===== config.mk =====
export PLATFORM = sky130hd
export DESIGN_NAME = mc_sequencer
export DESIGN_NICKNAME = d
export VERILOG_FILES = /design/src/rtl/mc_sequencer_pkg.sv /design/src/rtl/mc_sequencer_inst_class_decoder.sv /design/src/rtl/mc_sequencer.sv
export SDC_FILE = /design/constraint.sdc
export NUM_CORES = 1
export LEC_CHECK = 0
export ABC_AREA = 1
export CAP_MARGIN = 10
export CELL_PAD_IN_SITES_DETAIL_PLACEMENT = 0
export CELL_PAD_IN_SITES_GLOBAL_PLACEMENT = 1
export CORE_MARGIN = 2
export CORE_UTILIZATION = 29
export CTS_CLUSTER_DIAMETER = 60
export CTS_CLUSTER_SIZE = 24
export DETAILED_ROUTE_END_ITERATION = 8
export PLACE_DENSITY_LB_ADDON = 0.05
export SYNTH_ARGS = -nofsm -noshare
export SYNTH_HDL_FRONTEND = slang
export SYNTH_HIERARCHICAL = 1
export SYNTH_SLANG_ARGS = --single-unit
export TNS_END_PERCENT = 100

===== constraint.sdc =====
create_clock -name clk -period 2.9 [get_ports clk]
set_clock_uncertainty 0.2 [all_clocks]
set_input_delay 0.87 -clock clk [delete_from_list [all_inputs] [get_ports clk]]
set_output_delay 0.87 -clock clk [all_outputs]
set_load 0.01 [all_outputs]

===== src/rtl/mc_sequencer_pkg.sv =====
// Shared encodings for the multi-cycle TSC control sequencer: FSM states,
// datapath mux select codes, opcode/func constants and the instruction
// class record produced by the decoder.
package mc_sequencer_pkg;

  // FSM states
  typedef enum logic [2:0] {
    S_IF   = 3'd0,
    S_ID   = 3'd1,
    S_EX   = 3'd2,
    S_MEM  = 3'd3,
    S_WB   = 3'd4,
    S_HALT = 3'd5
  } state_e;

  // PC source select
  localparam logic [1:0] PC_SRC_SEQ    = 2'd0;  // PC + 1
  localparam logic [1:0] PC_SRC_BRANCH = 2'd1;  // PC-relative branch target
  localparam logic [1:0] PC_SRC_JUMP   = 2'd2;  // absolute jump target
  localparam logic [1:0] PC_SRC_REG    = 2'd3;  // register (JPR/JRL)

  // Register write-back source select
  localparam logic [1:0] WB_SRC_ALU = 2'd0;
  localparam logic [1:0] WB_SRC_MEM = 2'd1;
  localparam logic [1:0] WB_SRC_PC  = 2'd2;

  // Register write-back destination select
  localparam logic [1:0] WB_DST_RT   = 2'd0;
  localparam logic [1:0] WB_DST_RD   = 2'd1;
  localparam logic [1:0] WB_DST_LINK = 2'd2;

  // Primary opcodes, inst[15:12]
  localparam logic [3:0] OP_BNE = 4'd0;
  localparam logic [3:0] OP_BEQ = 4'd1;
  localparam logic [3:0] OP_BGZ = 4'd2;
  localparam logic [3:0] OP_BLZ = 4'd3;
  localparam logic [3:0] OP_ADI = 4'd4;
  localparam logic [3:0] OP_ORI = 4'd5;
  localparam logic [3:0] OP_LHI = 4'd6;
  localparam logic [3:0] OP_LWD = 4'd7;
  localparam logic [3:0] OP_SWD = 4'd8;
  localparam logic [3:0] OP_JMP = 4'd9;
  localparam logic [3:0] OP_JAL = 4'd10;
  localparam logic [3:0] OP_ALU = 4'd15;

  // Function codes used under OP_ALU, inst[5:0]
  localparam logic [5:0] FN_JPR = 6'd25;
  localparam logic [5:0] FN_JRL = 6'd26;
  localparam logic [5:0] FN_WWD = 6'd28;
  localparam logic [5:0] FN_HLT = 6'd29;

  // Instruction class flags; an all-zero record means an undefined opcode
  typedef struct packed {
    logic is_branch;  // BNE/BEQ/BGZ/BLZ
    logic is_jump;    // JMP/JAL/JPR/JRL
    logic is_jreg;    // jump target comes from a register (JPR/JRL)
    logic is_link;    // writes return address to $2 (JAL/JRL)
    logic is_load;    // LWD
    logic is_store;   // SWD
    logic is_rtype;   // ALU_OP register-register arithmetic
    logic is_imm;     // ADI/ORI/LHI
    logic is_halt;    // HLT
    logic is_wwd;     // WWD
  } inst_class_t;

  // Instructions whose work needs the EX stage
  function automatic logic needs_ex(input inst_class_t c);
    return c.is_branch | c.is_jreg | c.is_load | c.is_store | c.is_rtype | c.is_imm;
  endfunction

endpackage


===== src/rtl/mc_sequencer_inst_class_decoder.sv =====
// Purely combinational classification of the current IR into the control
// classes the sequencer branches on.
module mc_sequencer_inst_class_decoder
  import mc_sequencer_pkg::*;
#(
  parameter int WORD_SIZE = 16
) (
  input  logic [WORD_SIZE-1:0] inst_i,
  output inst_class_t          cls_o
);

  logic [3:0] opcode;
  logic [5:0] func;
  logic       unused_fields;

  assign opcode = inst_i[WORD_SIZE-1 -: 4];
  assign func   = inst_i[5:0];
  // Register/immediate fields are the datapath's business, not ours
  assign unused_fields = ^inst_i[WORD_SIZE-5:6];

  // Opcode/func to class flags; unknown opcodes leave every flag clear
  always_comb begin
    cls_o = '0;
    unique case (opcode)
      OP_BNE, OP_BEQ, OP_BGZ, OP_BLZ: cls_o.is_branch = 1'b1;
      OP_ADI, OP_ORI, OP_LHI:         cls_o.is_imm    = 1'b1;
      OP_LWD:                         cls_o.is_load   = 1'b1;
      OP_SWD:                         cls_o.is_store  = 1'b1;
      OP_JMP:                         cls_o.is_jump   = 1'b1;
      OP_JAL: begin
        cls_o.is_jump = 1'b1;
        cls_o.is_link = 1'b1;
      end
      OP_ALU: begin
        unique case (func)
          FN_JPR: begin
            cls_o.is_jump = 1'b1;
            cls_o.is_jreg = 1'b1;
          end
          FN_JRL: begin
            cls_o.is_jump = 1'b1;
            cls_o.is_jreg = 1'b1;
            cls_o.is_link = 1'b1;
          end
          FN_WWD:  cls_o.is_wwd   = 1'b1;
          FN_HLT:  cls_o.is_halt  = 1'b1;
          default: cls_o.is_rtype = 1'b1;
        endcase
      end
      default: cls_o = '0;
    endcase
  end

endmodule


===== src/rtl/mc_sequencer.sv =====
// Multi-cycle control FSM for the 16-bit TSC datapath. Walks each
// instruction through IF/ID/EX/MEM/WB over a shared single-port memory
// with a request/ready handshake, drives datapath enables and muxes,
// counts retired instructions and parks in HALT after HLT.
module mc_sequencer
  import mc_sequencer_pkg::*;
#(
  parameter int WORD_SIZE = 16,
  parameter int CNT_WIDTH = 16
) (
  input  logic                 clk,
  input  logic                 reset_n,
  input  logic [WORD_SIZE-1:0] inst,
  input  logic                 branch_cond,
  input  logic                 mem_ready,
  output logic                 mem_read,
  output logic                 mem_write,
  output logic                 mem_addr_sel,
  output logic                 ir_write,
  output logic                 pc_write,
  output logic [1:0]           pc_src,
  output logic                 reg_write,
  output logic [1:0]           wb_src,
  output logic [1:0]           wb_dst,
  output logic                 wwd_valid,
  output logic                 is_halted,
  output logic [CNT_WIDTH-1:0] num_inst
);

  state_e                 state_q, state_d;
  logic   [CNT_WIDTH-1:0] num_inst_q;
  logic                   retire;
  inst_class_t            cls;

  mc_sequencer_inst_class_decoder #(
    .WORD_SIZE (WORD_SIZE)
  ) u_decoder (
    .inst_i (inst),
    .cls_o  (cls)
  );

  // Next state, retire strobe and all control outputs; reset masks everything
  always_comb begin
    state_d      = state_q;
    retire       = 1'b0;
    mem_read     = 1'b0;
    mem_write    = 1'b0;
    mem_addr_sel = 1'b0;
    ir_write     = 1'b0;
    pc_write     = 1'b0;
    pc_src       = PC_SRC_SEQ;
    reg_write    = 1'b0;
    wb_src       = WB_SRC_ALU;
    wb_dst       = WB_DST_RT;
    wwd_valid    = 1'b0;
    is_halted    = 1'b0;

    if (reset_n) begin
      unique case (state_q)
        S_IF: begin
          // Fetch from PC; hold the request until memory answers
          mem_read = 1'b1;
          if (mem_ready) begin
            ir_write = 1'b1;
            pc_write = 1'b1;
            state_d  = S_ID;
          end
        end

        S_ID: begin
          if (cls.is_jump && !cls.is_jreg) begin
            // JMP/JAL finish here; JAL also links PC into $2
            pc_write = 1'b1;
            pc_src   = PC_SRC_JUMP;
            if (cls.is_link) begin
              reg_write = 1'b1;
              wb_src    = WB_SRC_PC;
              wb_dst    = WB_DST_LINK;
            end
            retire  = 1'b1;
            state_d = S_IF;
          end else if (cls.is_halt) begin
            retire  = 1'b1;
            state_d = S_HALT;
          end else if (cls.is_wwd) begin
            wwd_valid = 1'b1;
            retire    = 1'b1;
            state_d   = S_IF;
          end else if (needs_ex(cls)) begin
            state_d = S_EX;
          end else begin
            // Undefined opcode: retire as a no-op
            retire  = 1'b1;
            state_d = S_IF;
          end
        end

        S_EX: begin
          if (cls.is_branch) begin
            pc_write = branch_cond;
            pc_src   = PC_SRC_BRANCH;
            retire   = 1'b1;
            state_d  = S_IF;
          end else if (cls.is_jreg) begin
            pc_write = 1'b1;
            pc_src   = PC_SRC_REG;
            if (cls.is_link) begin
              reg_write = 1'b1;
              wb_src    = WB_SRC_PC;
              wb_dst    = WB_DST_LINK;
            end
            retire  = 1'b1;
            state_d = S_IF;
          end else if (cls.is_load || cls.is_store) begin
            state_d = S_MEM;
          end else begin
            state_d = S_WB;
          end
        end

        S_MEM: begin
          // Data access at the ALU-computed address; read and write are exclusive
          mem_addr_sel = 1'b1;
          mem_read     = cls.is_load;
          mem_write    = cls.is_store;
          if (mem_ready) begin
            if (cls.is_store) begin
              retire  = 1'b1;
              state_d = S_IF;
            end else begin
              state_d = S_WB;
            end
          end
        end

        S_WB: begin
          reg_write = 1'b1;
          wb_src    = cls.is_load  ? WB_SRC_MEM : WB_SRC_ALU;
          wb_dst    = cls.is_rtype ? WB_DST_RD  : WB_DST_RT;
          retire    = 1'b1;
          state_d   = S_IF;
        end

        S_HALT: begin
          is_halted = 1'b1;
          state_d   = S_HALT;
        end

        default: state_d = S_IF;
      endcase
    end
  end

  // State register; reset drops any outstanding request by returning to IF
  always_ff @(posedge clk) begin
    if (!reset_n) begin
      state_q <= S_IF;
    end else begin
      state_q <= state_d;
    end
  end

  // Retired-instruction counter, wraps naturally at all-ones
  always_ff @(posedge clk) begin
    if (!reset_n) begin
      num_inst_q <= '0;
    end else if (retire) begin
      num_inst_q <= num_inst_q + {{(CNT_WIDTH-1){1'b0}}, 1'b1};
    end
  end

  assign num_inst = num_inst_q;

endmodule


==> reports/results.ini <==
[outcome]
run_status=finished, violations left
failed_checks=setup timing

[cts]
cts_num_sinks=19
clkTransAtPathRegs_ns=0.07
cts-root-buf=sky130_fd_sc_hd__clkbuf_8
clockBufferDepth=2
cts_tree=built
cts_max_level=1
clock_insertion_delay_worst_skew_ns=0.26
tritoncts.num_buffers=3

[timing]
final_hold_viol_count=0
post-route-worst-setup-slack_ns=-0.165
final.min_clock_period_ns=3.07
hold-worst-slack_ns=0.338
grt_setup_unrepaired=yes
timing.slew.headroom=0.800
fin_tns_setup_ns=-0.918
max_freq_mhz=326
setup_violations=7
final-max-slew-violation-count=0
worst-slew-pin-transition_ns=0.299
timing.final.crit_share=1.06

[yosys]
synth.avg_cell_area_sq_um=5.64
synthesis.area_sq_um=1450
netlist.top_cell.by_area=sky130_fd_sc_hd__dfxtp_1
warnings_from_yosys=6
yosys.cell_types.count=29
async_sr_flop_fraction=0
postSynth.topFlopCell=sky130_fd_sc_hd__dfxtp_1
syn-num-nets=278
postSynthCellCount=257
yosysSeqAreaShare=0.263
synthTopCellsByCount=sky130_fd_sc_hd__nand2_1 (66), sky130_fd_sc_hd__nor2_1 (61), sky130_fd_sc_hd__inv_1 (33)
netlist_top_cells_area=sky130_fd_sc_hd__dfxtp_1 (26%), sky130_fd_sc_hd__nand2_1 (17%), sky130_fd_sc_hd__nor2_1 (16%)
yosys_register_bits=19
number_of_flops_mapped_to_enable_cells_by_yosys=0
synthMostInstantiatedCell=sky130_fd_sc_hd__nand2_1
synth_top_area_frac=0.263

[drt]
wl_per_cell_microns=10.5
vias=1823
final_antenna_net_count=0
avgViaCountPerCell=4.39
postRouteWirelength_mm=4.35
detail_route.iter0.violations=79
drt_first_pass_iters=4
drc=0

[critical_path]
worst_setup_path_endpoint=reg_write
crit_type=in -> out
worstReg2RegStart=state_q[1]
crit_required_ns=1.83
crit_path_max_fanout=4
r2r_slack_ns=1.05
cp_data_arrival_time_ns=2.00
crit_path_start=inst[2]
r2r_cells=13
reg2reg_to=num_inst[5]
setup.worst_path.start_class=primary input
setup.worst_path.end_class=output port

[min_path]
holdCritPathClass=reg -> reg

[floorplan]
design.portCount=50
core_area_sq_um=4790
dieWidth_microns=74.7
die_area_sq_um=5580
die_h_microns=74.7
rows=25
start_util=0.303

[power]
ir_worst_vdd_mv=0.188
pwr_density_cell_nw_per_um2=275
leakage_uw=0.00115

[global_routing]
grt_overflow_total=0
global_route.usage.total=0.162
grt_start_max_net_pins=20
grt_antenna_before_repair=0
grt_pass1_vias=1615
grt_first_pass_wirelength_mm=7.15

[placement]
dp.final_hpwl_mm=3.33
portBuffers=43
dp.cells=399
place.gp.congestion=0.814

[layout]
n_antenna_cell=0
drive_gt1_frac=0.351
stdcell_count=415
finish.net_count=370
area.growth.synth_to_final_pct=70.0
fillerInstances=517

[run]
timing.max_cap.violations=0

logic make-up after synthesis:
logic type / after synthesis / synth area share
adders and majority gates: 1 / 0.00863
and+or+nand+nor: 176 / 0.528
AOI/OAI and AO/OA: 19 / 0.0725
xor gates and xnor gates: 1 / 0.00605
buffers and inverters: 41 / 0.123
DFF: 19 / 0.263
per-stage QoR:
stage	setup slack [ns]	utilization	total power [uW]	area, sq um
finish	-0.165	0.515	678	2460
global route	-0.276	0.515	716	2460
CTS	-0.222	0.504	675	2410
detailed placement	-1.11	0.470	479	2250
global placement	-1.09	0.470	480	2250
floorplan	-0.0276	-	380	1480
worst min-delay path by stage:
stage / startpoint / endpoint / slack (ns) / depth (start not counted)
floorplan: num_inst[0] / num_inst[0] / 0.34 / 2
global placement: num_inst[15] / num_inst[15] / 0.32 / 4
detailed placement: num_inst[0] / num_inst[0] / 0.33 / 2
CTS: num_inst[8] / num_inst[8] / 0.34 / 2
global route: num_inst[0] / num_inst[0] / 0.38 / 2
finish: num_inst[8] / num_inst[8] / 0.34 / 2
routing by layer:
| metal | wire [microns] | global-route usage |
|---|---|---|
| met5 | 0 | 0 |
| met4 | 0 | 0.0119 |
| met3 | 131 | 0.0335 |
| met2 | 1950 | 0.262 |
| met1 | 2270 | 0.232 |
timing repair:
action / CTS / global route
setup endpoints to repair: 21 / 13
hold buffers: 0 / 0
pin swaps: 17 / 15
setup buffers: 10 / 2
gates resized for setup: 130 / 15
cells in the final DEF (no fill, tap or decap), types with 2 or more instances in the layout:
cell type / count
sky130_fd_sc_hd__nand3b_1: 2
sky130_fd_sc_hd__o21ai_1: 2
sky130_fd_sc_hd__a21oi_1: 12
sky130_fd_sc_hd__nor2_4: 4
sky130_fd_sc_hd__dlymetal6s2s_1: 2
sky130_fd_sc_hd__inv_2: 6
sky130_fd_sc_hd__buf_4: 50
sky130_fd_sc_hd__nand4_1: 2
sky130_fd_sc_hd__buf_2: 10
sky130_fd_sc_hd__nand2_1: 57
sky130_fd_sc_hd__o22ai_1: 2
sky130_fd_sc_hd__dfxtp_1: 19
sky130_fd_sc_hd__buf_6: 10
sky130_fd_sc_hd__clkdlybuf4s50_1: 18
sky130_fd_sc_hd__nand3_1: 17
sky130_fd_sc_hd__nand3_2: 4
sky130_fd_sc_hd__clkbuf_8: 3
sky130_fd_sc_hd__clkbuf_2: 2
sky130_fd_sc_hd__nor2_2: 7
sky130_fd_sc_hd__nand2_4: 4
sky130_fd_sc_hd__nand2_2: 11
sky130_fd_sc_hd__nor2_1: 53
sky130_fd_sc_hd__nor3_1: 9
sky130_fd_sc_hd__nand3_4: 2
sky130_fd_sc_hd__inv_1: 27
power breakdown:
| part | internal (uW) | switching (uW) | total (uW) |
|---|---|---|---|
| registers | 268 | 7.35 | 275 |
| logic | 104 | 111 | 214 |
| clock network | 95.6 | 93.0 | 189 |
worst max-delay path, stage by stage:
cell                      delay (ns)
sky130_fd_sc_hd__buf_6          0.11
sky130_fd_sc_hd__inv_8          0.04
sky130_fd_sc_hd__nand2_2        0.05
sky130_fd_sc_hd__nor2_4         0.11
sky130_fd_sc_hd__nand3_2        0.11
sky130_fd_sc_hd__inv_2          0.09
sky130_fd_sc_hd__inv_4          0.06
sky130_fd_sc_hd__o31ai_4        0.20
sky130_fd_sc_hd__nand2_2        0.11
sky130_fd_sc_hd__o21ai_1        0.12
sky130_fd_sc_hd__buf_2          0.14
area by class of cell:
cell class                 instances  area, sq um  area share
multi-input combinational        197         1040       0.422
timing repair buffer              93          773       0.314
sequential                        19          380       0.154
inverter                          35          141      0.0574
tap                               67         83.8      0.0340
clock buffer                       3         41.3      0.0168
clock inverter                     1         5.00     0.00203
sequential cells by signal, summed over array words and instances (netlist names):
| signal | flops |
|---|---|
| num_inst | 16 |
| state_q | 3 |
Note: power is estimated with default switching activity, not from simulation.
==> RTL change 1 (same flow settings) <==
Change the parameter `CNT_WIDTH` from 16 to 32.
--- a/src/rtl/mc_sequencer.sv
+++ b/src/rtl/mc_sequencer.sv
@@ -6,7 +6,7 @@
   import mc_sequencer_pkg::*;
 #(
   parameter int WORD_SIZE = 16,
-  parameter int CNT_WIDTH = 16
+  parameter int CNT_WIDTH = 32
 ) (
   input  logic                 clk,
   input  logic                 reset_n,
Ports: changed (resized num_inst); port bits go from 50 to 66. The function was not compared with the original's and may differ.
==> RTL change 1 against the unedited design <==
- the flow still finishes with violations (negative setup slack)
- largest cell class unchanged
- wire length up 78%
- final cell count increased by 57%
- largest power group unchanged
- synthesized area up 75%
- design area grew 50%
- total power up 60%
- critical path type unchanged
- sequential power increased by 80%
- setup slack worse by 44 ps
- critical path depth increased by 4
- sequential cell count up 16
- critical endpoint is now pc_write
==> RTL change 1: results (changes against the unedited design) <==
| Parameter | Value | vs unedited |
|---|---|---|
| Global-route wire length before repair | 13000 um | was 7150 um |
| Worst IR drop on VDD | 0.000144 V | was 0.000188 V |
| Clock insertion delay at the later pin of the skew report | 290 ps | was 260 ps |
| Drt wl/cell | 11.9 um | was 10.5 um |
| Violations in the final reports | negative setup slack | unchanged |
| Largest driver fanout on the critical path | 3 | was 4 |
| Fillcell total | 941 | was 517 |
| Detailed-route vias per instance | 4.53 | was 4.39 |
| Run status | finished with violations | unchanged |
| Number of global-route vias before repair | 2667 | was 1615 |
| Fraction of the mapped netlist area in adder cells | 0.493% | was 0.864% |
| Count of H-tree levels built during CTS | 2 | was 1 |
| Top post-synthesis cells by count | 131 x sky130_fd_sc_hd__nand2_1, 92 x sky130_fd_sc_hd__nor2_1, 49 x sky130_fd_sc_hd__inv_1 | was 66 x sky130_fd_sc_hd__nand2_1, 61 x sky130_fd_sc_hd__nor2_1, 33 x sky130_fd_sc_hd__inv_1 |
| Largest net degree at the start of global routing | 22 | was 20 |
| Fraction of the yosys area taken by sequential cells | 27.6% | was 26.3% |
| Detail Placement HPWL | 6120 um | was 3330 um |
| Count of distinct cell types in the synthesized netlist | 37 | was 29 |
| Worst Path Arrival | 2040 ps | was 2000 ps |
| Endpoints failing setup | 7 | unchanged |
| Post-layout worst setup margin | -209 ps | was -165 ps |
| Leakage power | 1.57 nW | was 1.15 nW |
| Compound-Gate Fraction of Synth Area | 7.25% | about the same |
| Post-Syn Nets | 456 | was 278 |
| Iteration-0 DRC count of the detailed router | 102 | was 79 |
| Area contributors post-synth | sky130_fd_sc_hd__dfxtp_1 28%, sky130_fd_sc_hd__nand2_1 19%, sky130_fd_sc_hd__nor2_1 14% | was sky130_fd_sc_hd__dfxtp_1 26%, sky130_fd_sc_hd__nand2_1 17%, sky130_fd_sc_hd__nor2_1 16% |
| GRT Resource Usage Total | 16.6% | was 16.2% |
| GP Congestion | 0.826 | was 0.814 |
==> RTL change 1: worst paths after layout <==
kind,from,end,slack (ps),cells after the start
worst max register to register,num_inst[0],num_inst[28],930,8
worst max-delay path,inst[2],pc_write,-210,15
worst min-delay path,num_inst[31],num_inst[31],290,2
worst min register to register,num_inst[31],num_inst[31],290,2
==> RTL change 1: cells by family after synthesis <==
logic type                 after synthesis
and+or+nand+nor                        301
adders and majority gates                1
xor gates and xnor gates                 4
AOI/OAI and AO/OA                       32
buffers and inverters                   62
DFF                                     35
==> RTL change 1: final cells by class <==
type | count | area [sq um] | area share (%)
flip-flops and latches | 35 | 701 | 18.9
inverters | 52 | 204 | 5.51
multi-input cells | 338 | 1660 | 44.9
well taps | 108 | 135 | 3.65
clock buffers | 7 | 76.3 | 2.06
clock inverters | 1 | 5.00 | 0.135
repair buffers | 110 | 918 | 24.8
==> RTL change 1: critical path: stages <==
cell	delay, ps
sky130_fd_sc_hd__buf_6	110
sky130_fd_sc_hd__inv_8	40
sky130_fd_sc_hd__nand2_2	50
sky130_fd_sc_hd__nor2_4	130
sky130_fd_sc_hd__nand3_2	100
sky130_fd_sc_hd__inv_2	70
sky130_fd_sc_hd__inv_2	50
sky130_fd_sc_hd__nand2_2	70
sky130_fd_sc_hd__nor2_2	40
sky130_fd_sc_hd__inv_2	50
sky130_fd_sc_hd__buf_4	100
sky130_fd_sc_hd__o21ai_2	40
sky130_fd_sc_hd__a31oi_1	150
sky130_fd_sc_hd__nor2_1	60
sky130_fd_sc_hd__buf_2	130
==> RTL change 1: timing repair <==
action | in CTS | in global routing
pin swaps | 20 | 12
gates resized for setup | 120 | 12
setup buffers | 4 | 5
endpoints found under the setup margin | 46 | 11
gates cloned | 0 | 0
==> RTL change 1: through the flow <==
step,setup slack [ps],utilization (%),cell area (sq um),setup TNS (ps),std cells
finish,-209,43.1,3700,-931,651
global route,-304,43.1,3700,-1870,651
CTS,-225,42.4,3650,-1120,646
detailed placement,-1160,41.3,3550,-29250,634
global placement,-1120,41.3,3550,-28110,634
floorplan,-45.5,-,2570,-45.5,435
==> RTL change 1: layer usage <==
layer | global-route usage [%] | up-vias | wire length, um
li1 | - | 1577 | -
met1 | 24.7 | 1309 | 4010
met2 | 25.0 | 53 | 3290
met3 | 2.66 | 7 | 357
met4 | 3.85 | 0 | 71
met5 | 0 | - | 0
==> RTL change 1: report_power, final <==
part           switching (mW)  internal (mW)  leakage [nW]
sequential            0.00742          0.487         0.282
combinational           0.125          0.105          1.25
clock                   0.189          0.169        0.0422
total                   0.322          0.760          1.57
==> RTL change 2 (same settings) <==
Made on the original files. Encoding of `state_e`: now one-hot (6 bits for 6 states).
--- a/src/rtl/mc_sequencer_pkg.sv
+++ b/src/rtl/mc_sequencer_pkg.sv
@@ -4,13 +4,13 @@
 package mc_sequencer_pkg;
 
   // FSM states
-  typedef enum logic [2:0] {
-    S_IF   = 3'd0,
-    S_ID   = 3'd1,
-    S_EX   = 3'd2,
-    S_MEM  = 3'd3,
-    S_WB   = 3'd4,
-    S_HALT = 3'd5
+  typedef enum logic [5:0] {
+    S_IF   = 6'b000001,
+    S_ID   = 6'b000010,
+    S_EX   = 6'b000100,
+    S_MEM  = 6'b001000,
+    S_WB   = 6'b010000,
+    S_HALT = 6'b100000
   } state_e;
 
   // PC source select
Formal check against the unedited RTL: same outputs for any inputs over 10 cycles, from zero or initial values and one cycle with reset_n low; not proved beyond that.
==> RTL change 2 against the unedited design <==
- the run still ends with negative setup slack left
- global-route usage is 0.32 points higher
- total power increased by 25%
- design area is 17% higher
- combinational power up 38%
- wire length up 18%
- sequential share of layout area down 0.19 points
- critical path depth grew 2
- worst hold slack lost 39 ps
- die area increased by 21%
- sequential cell count up 3
- synthesized area increased by 22%
- setup slack lost 12 ps
- synthesized cell count increased by 9.7%
- critical endpoint is now pc_write
- largest cell class unchanged
- largest power group unchanged
- highest routed layer is now met4
==> RTL change 2: results (changes against the unedited design) <==
| Parameter | Value | vs unedited |
|---|---|---|
| Part of the total power dissipated in the clock network | 26.9% | was 27.8% |
| Xor and xnor fraction of the mapped netlist area | 1.98% | was 0.604% |
| Met3 Routed Length | 219 um | was 131 um |
| Detailed Route WL | 5140 um | was 4350 um |
| Met3 track demand over resource in global routing | 2.53% | was 3.35% |
| Switching Fraction | 32.3% | was 31.1% |
| Count of distinct cell types in the synthesized netlist | 34 | was 29 |
| Global-route wire length before repair | 8650 um | was 7150 um |
| Placed Instances | 443 | was 399 |
| Sequential fraction of design power | 38.2% | was 40.6% |
| Post-Syn Nets | 303 | was 278 |
| Sequential-cell power consumption | 0.324 mW | was 0.275 mW |
| Largest net degree at the start of global routing | 28 | was 20 |
| Worst setup timing slack at the placement stage | -1150 ps | was -1110 ps |
| Number of global-route vias before repair | 1879 | was 1615 |
| Top post-synthesis cells by count | 62 x sky130_fd_sc_hd__nand2_1, 56 x sky130_fd_sc_hd__nor2_1, 40 x sky130_fd_sc_hd__inv_1 | was 66 x sky130_fd_sc_hd__nand2_1, 61 x sky130_fd_sc_hd__nor2_1, 33 x sky130_fd_sc_hd__inv_1 |
| Final-stage net count | 410 | was 370 |
| Cell Area, Placed | 2620 sq um | was 2250 sq um |
| Post-layout worst setup margin | -177 ps | was -165 ps |
| Total number of vias | 2054 | was 1823 |
| Worst Tran Pin Value | 481 ps | was 299 ps |
| Violations in the final reports | negative setup slack | unchanged |
| Share of layout cells above drive strength 1 | 41.5% | was 35.1% |
| Worst IR drop on VDD | 0.000184 V | was 0.000188 V |
| Fraction of the mapped netlist area in adder cells | 0.708% | was 0.864% |
| Endpoints failing setup | 7 | unchanged |
| Slowest stage cell on the critical path | sky130_fd_sc_hd__o211ai_1 | was sky130_fd_sc_hd__o31ai_4 |
| Iteration-0 DRC count of the detailed router | 55 | was 79 |
| Final core utilization | 48.8% | was 51.5% |
| Setup total negative slack | -909 ps | was -918 ps |
| Count of non-filler cells in the finished layout | 463 | was 415 |
| Largest driver fanout on the critical path | 3 | was 4 |
| Slowest cell delay on critical path | 170 ps | was 200 ps |
| GP Congestion | 0.842 | was 0.814 |
| Leakage power | 1.26 nW | was 1.15 nW |
| Per-instance average area after synthesis | 6.27 sq um | was 5.64 sq um |
| GRT Resource Usage Total | 16.5% | was 16.2% |
| Area contributors post-synth | sky130_fd_sc_hd__dfxtp_1 25%, sky130_fd_sc_hd__nand2_1 13%, sky130_fd_sc_hd__nor2_1 12% | was sky130_fd_sc_hd__dfxtp_1 26%, sky130_fd_sc_hd__nand2_1 17%, sky130_fd_sc_hd__nor2_1 16% |
| Global routing usage on met1 | 23.6% | was 23.2% |
| Run status | finished with violations | unchanged |
| Met2 WL | 2260 um | was 1950 um |
-- RTL change 2: area by class of cell --
| cell class | count | area share [%] |
|---|---|---|
| clock buffer | 4 | 1.91 |
| inverter | 40 | 5.37 |
| multi-input combinational | 214 | 44.0 |
| sequential | 22 | 15.2 |
| tap | 75 | 3.25 |
| timing repair buffer | 108 | 30.2 |
-- RTL change 2: worst paths after layout --
kind | endpoint | slack (ps) | cells after the start | start
setup reg to reg | num_inst[14] | 950 | 8 | num_inst[1]
hold reg to reg | num_inst[15] | 300 | 2 | num_inst[15]
hold / removal | num_inst[15] | 300 | 2 | num_inst[15]
setup / recovery | pc_write | -180 | 13 | inst[5]
-- RTL change 2: timing repair --
item / CTS / global route
endpoints found under the setup margin: 20 / 11
setup buffers: 13 / 4
hold endpoints to repair: 0 / 0
pin swaps: 25 / 21
gates resized for setup: 128 / 26
